===== config.mk =====
export PLATFORM = sky130hd
export DESIGN_NAME = serial_add4_seq
export DESIGN_NICKNAME = d
export VERILOG_FILES = /design/src/rtl/serial_add4_seq.sv
export SDC_FILE = /design/constraint.sdc
export NUM_CORES = 1
export LEC_CHECK = 0
export ABC_AREA = 1
export BUFFER_PORTS_ARGS = -buffer_cell sky130_fd_sc_hd__buf_2
export CAP_MARGIN = 30
export CORE_MARGIN = 2
export CORE_UTILIZATION = 35
export CTS_CLUSTER_DIAMETER = 200
export DETAILED_ROUTE_END_ITERATION = 12
export PLACE_DENSITY_LB_ADDON = 0.08
export SLEW_MARGIN = 20
export SYNTH_ARGS = -nofsm -noshare
export SYNTH_HDL_FRONTEND = slang
export SYNTH_SLANG_ARGS = --single-unit
export TNS_END_PERCENT = 1

===== constraint.sdc =====
create_clock -name clk -period 1.94 [get_ports clk]
set_clock_uncertainty 0.1 [all_clocks]
set_input_delay 0.194 -clock clk [delete_from_list [all_inputs] [get_ports clk]]
set_output_delay 0.194 -clock clk [all_outputs]
set_load 0.005 [all_outputs]

===== src/rtl/serial_add4_seq.sv =====
// serial_add4_seq: bit-serial four-operand adder sequencer.
// Accepts four N-bit operands, sums one bit column per cycle
// LSB-first and hands off the (N+2)-bit total on valid/ready.
// Ports:
//   clk, rst        rising-edge clock, async active-high reset
//   in_valid/ready  operand handshake (a, b, c, d)
//   out_valid/ready result handshake (result)
//   busy            high in RUN or DONE
// Optional macro SERIAL_ADD4_STREAM_EN adds bit_out/bit_valid,
// a serial copy of each column's sum bit.
module serial_add4_seq #(
   parameter int N = 4
) (
   input  logic         clk,
   input  logic         rst,
   input  logic         in_valid,
   output logic         in_ready,
   input  logic [N-1:0] a,
   input  logic [N-1:0] b,
   input  logic [N-1:0] c,
   input  logic [N-1:0] d,
   output logic         out_valid,
   input  logic         out_ready,
   output logic [N+1:0] result,
`ifdef SERIAL_ADD4_STREAM_EN
   output logic         bit_out,
   output logic         bit_valid,
`endif
   output logic         busy
);

   typedef enum logic [1:0] {
      IDLE = 2'd0,
      RUN  = 2'd1,
      DONE = 2'd2
   } state_t;

   state_t         state_q, state_d;
   logic [N-1:0]   a_sr_q, a_sr_d;
   logic [N-1:0]   b_sr_q, b_sr_d;
   logic [N-1:0]   c_sr_q, c_sr_d;
   logic [N-1:0]   d_sr_q, d_sr_d;
   logic [1:0]     carry_q, carry_d;
   logic [4:0]     col_q, col_d;
   logic [N+1:0]   res_q, res_d;
   logic [2:0]     fa;
   logic [2:0]     s;
   logic           last_col;

   // 4-input full adder {C2,C1,sum}; shift registers are
   // zero-filled, so the flush columns see bits=0 for free.
   assign fa = 3'(a_sr_q[0]) + 3'(b_sr_q[0])
             + 3'(c_sr_q[0]) + 3'(d_sr_q[0]);
   assign s  = fa + {1'b0, carry_q};
   assign last_col = (col_q == 5'(N + 1));

   always_comb begin
      state_d = state_q;
      a_sr_d  = a_sr_q;
      b_sr_d  = b_sr_q;
      c_sr_d  = c_sr_q;
      d_sr_d  = d_sr_q;
      carry_d = carry_q;
      col_d   = col_q;
      res_d   = res_q;
      unique case (state_q)
         IDLE: begin
            if (in_valid) begin
               a_sr_d  = a;
               b_sr_d  = b;
               c_sr_d  = c;
               d_sr_d  = d;
               carry_d = 2'd0;
               col_d   = 5'd0;
               res_d   = '0;
               state_d = RUN;
            end
         end
         RUN: begin
            res_d   = res_q | ((N+2)'(s[0]) << col_q);
            carry_d = s[2:1];
            a_sr_d  = a_sr_q >> 1;
            b_sr_d  = b_sr_q >> 1;
            c_sr_d  = c_sr_q >> 1;
            d_sr_d  = d_sr_q >> 1;
            col_d   = col_q + 5'd1;
            if (last_col) state_d = DONE;
         end
         DONE: begin
            if (out_ready) state_d = IDLE;
         end
         default: state_d = IDLE;
      endcase
   end

   always_ff @(posedge clk or posedge rst) begin
      if (rst) begin
         state_q <= IDLE;
         a_sr_q  <= '0;
         b_sr_q  <= '0;
         c_sr_q  <= '0;
         d_sr_q  <= '0;
         carry_q <= 2'd0;
         col_q   <= 5'd0;
         res_q   <= '0;
      end else begin
         state_q <= state_d;
         a_sr_q  <= a_sr_d;
         b_sr_q  <= b_sr_d;
         c_sr_q  <= c_sr_d;
         d_sr_q  <= d_sr_d;
         carry_q <= carry_d;
         col_q   <= col_d;
         res_q   <= res_d;
      end
   end

   assign in_ready  = (state_q == IDLE);
   assign out_valid = (state_q == DONE);
   assign busy      = (state_q == RUN) || (state_q == DONE);
   assign result    = res_q;

`ifdef SERIAL_ADD4_STREAM_EN
   logic bit_out_q, bit_valid_q;

   always_ff @(posedge clk or posedge rst) begin
      if (rst) begin
         bit_out_q   <= 1'b0;
         bit_valid_q <= 1'b0;
      end else begin
         bit_valid_q <= (state_q == RUN);
         bit_out_q   <= (state_q == RUN) ? s[0] : 1'b0;
      end
   end

   assign bit_out   = bit_out_q;
   assign bit_valid = bit_valid_q;
`endif

   // 4*(2^N-1) < 2^(N+2): nothing may carry out of the top column.
   a_final_carry: assert property (
      @(posedge clk) disable iff (rst)
      (state_q == RUN && last_col) |-> (s[2:1] == 2'd0)
   );

endmodule


==> impl_results.md <==
* Tightest Pin Transition at 0.4210 ns
* Placer congestion estimate at around 0.81
* Crit Path Class: reg2reg
* Avg Inst Size Synth at roughly 8.3 µm²
* Post-synthesis cell count at 188
* Antenna Cells at 0
* RSZ-0062 raised after global routing: yes
* Area Growth Syn to Fin at 23.05%
* Failing checks: negative setup slack
* Top FF cell, synth: dfrtp_1
* CTS Root Cell: clkbuf_8
* Data arrival time of the critical path at 2.20 ns
* Final hold slack at 0.02207 ns
* Die H at 70.72 µm
* Post-synthesis adder-cell area fraction at just under 8%
* Min setup slack post-route at -0.1962 ns
* Leading post-synthesis cells by cell area: dfrtp_1 (50%), nand2_1 (13%), inv_1 (5.8%)
* Total track usage at between 10% and 20%
* Gr ovfl total at 0
* Yosys reg bits at 31
* First-pass GRT wire length at 5947 µm
* Crit-path max FO at 2
* Setup crit end: carry_q[0]
* Count leader, synth: nand2_1
* Fmax at 468.1 MHz
* Simple-Gate Fraction of Synth Area at 22.57%
* Async SR Flop Fraction at between 90% and 100%
* DP Cell Count at 266
* Inserted Clock Buffers at 5
* Non-Filler Instances at approximately 280
* Initial Utilization at 36.02%
* DIE AREA at 0.005001 mm²
* Seq/Total Area, Yosys at 49.80%
* Post-Synth XOR/XNOR Area at less than 1%
* Layout cells sized above 1 at 21.33%
* Vias per cell at 4.744
* Worst VDD drop at 0.0007220 V
* TritonCTS clock tree: yes
* Number of I/O pins at 29
* Total wire length at 3351 µm
* Post-synth top area cell: dfrtp_1
* Number of flops mapped to enable cells by yosys at 0
* Clk sink count at 31
* CP startpoint: d_sr_q[0]
* Initial antenna violation count at 0
* Critical Path Start Type: flip-flop
* Syn. warnings at 0
* DR pass1 iterations at 4
* Fin nets at approximately 250
* R2R Path End: carry_q[0]
* Critical Path Sink Type: flip-flop
* Mapped Area at 0.001558 mm²
* Worst R2R Start: d_sr_q[0]
* Vias in the first global route at between 1000 and 1500
* Req. time, crit path at 2.01 ns
* DIE WIDTH at between 70 and 80 µm
* Core region area at 0.004324 mm²
* Clk_lat worst skew at 0.28 ns
* Dpl hpwl at 2341 µm
* Largest family of logic cells by synthesized area: simple AND/OR/NAND/NOR gates
* Synth Area in Compound Gates at 10.60%
* Yosys cell types at 20
* FF-to-FF path depth at 7
* PwrDens at about 1700 mW/mm²
* H-tree depth at 2
* Worst min path class: in2reg
* Post-synth top area share at between 40% and 50%
* Post-Syn Nets at 216
* Max-Cap Viols at 0
* Fin crit period at 2.136 ns
* Top post-synthesis cells by count: nand2_1 (52), dfrtp_1 (31), inv_1 (24), nor2_1 (24)
* CTS max path bufs at 2
* Clk slew on worst S/H paths at 0.06 ns
* R2R setup slack at -0.20 ns
* Port Buffers at 28
* Final hold violation count at 0
* Largest net degree at the start of global routing at 32
* Slew HR at ~70%
* Status: finished, violations left
* Final setup fails at 7
* Final ANT Viol Nets at 0
* Max-slew violations at 0
* Mux cell area share after synthesis at 0%
* Detailed Route Iter0 Violations at between 60 and 70
* Static Leak at 0.0009599 µW
* Row count at 24
* Vias at ~1300
* DRC Markers at 0
* Wire per inst at 12.10 µm
* Worst Min Path Start: c[3]
* Fin crit share at 110.1%
critical path, stage by stage (launching register included):
cell	delay, ns
dfrtp_1	0.40
fa_1	0.53
inv_1	0.05
fa_2	0.33
inv_2	0.06
fa_2	0.41
nand3_1	0.07
o21ai_1	0.06
area by class of cell:
| cell class | count | area, µm² |
|---|---|---|
| Inverter | 26 | 97.59 |
| Tap cell | 52 | 65.06 |
| Clock buffer | 6 | 72.57 |
| Multi-Input combinational cell | 125 | 665.6 |
| Fill cell | 446 | 2407 |
| Sequential cell | 31 | 775.7 |
| Timing Repair Buffer | 36 | 210.2 |
| Clock inverter | 1 | 30.03 |
stage by stage:
stage                     setup WS (ns)  cell area, µm²  power, µW  setup TNS (ns)  utilization, %
final                           -0.1962            1917       3321          -1.083           44.33
after global routing            -0.2948            1917       3703          -2.104           44.33
after CTS                       -0.2039            1914       3353          -1.150           44.27
after floorplan                 -0.1431            1560       2226         -0.4649               -
after global placement          -0.2230            1759       2563          -1.206           40.68
after detailed placement        -0.2309            1759       2609          -1.283           40.68
how the worst min path moves through the flow:
stage / cells past startpoint / to
2_1_floorplan: 1 / a_sr_q[0]
3_3_place_gp: 3 / result[3]
3_5_place_dp: 3 / result[3]
4_1_cts: 3 / c_sr_q[3]
5_1_grt: 3 / c_sr_q[2]
6_report: 3 / c_sr_q[3]
cell usage in the layout (no fill, tap or decap), drive strengths merged:
cell          n
a21oi         7
clkbuf        6
ha            5
o21ai         9
nand3         4
o22ai         1
xor2          1
dlygate4sd3   4
inv          26
buf          32
nand2        53
dfrtp        31
fa            3
bufinv        1
nand4         4
a31oi         9
nor3          2
nor2         24
o211ai        3
cells by family after synthesis:
family / after synthesis
AND/OR/NAND/NOR: 87
buffers and inverters: 32
flip-flops: 31
AO/OA/AOI/OAI: 29
adder cells (fa/ha/maj): 8
XOR/XNOR: 1
registers in the layout, indices dropped and copies added (netlist names):
name,flops
a_sr_q,4
b_sr_q,4
c_sr_q,4
carry_q,2
col_q,5
d_sr_q,4
result,6
state_q,2
report_power, final:
part | switching [µW] | total, µW | internal (µW) | leakage, µW
Sequential | 158 | 1080 | 918 | 0.000386
Combinational | 1020 | 1630 | 607 | 0.000522
Clock | 239 | 615 | 376 | 0.0000513
Total | 1420 | 3320 | 1900 | 0.000960
metal layers:
layer,global-route usage (%),wire length (µm),up-vias
li1,-,-,664
met1,19.96,1621,613
met2,23.16,1486,32
met3,5.556,190,5
met4,6.080,53,0
met5,0,0,-
timing repair:
| item | in CTS | in global routing |
|---|---|---|
| hold buffers | 4 | 0 |
| pin swaps | 2 | 3 |
| hold endpoints to repair | 34 | 0 |
| gates resized for setup | 6 | 1 |
| buffers inserted | 0 | 0 |
| setup endpoints to repair | 7 | 13 |
Power figures use the tool's default switching activity.
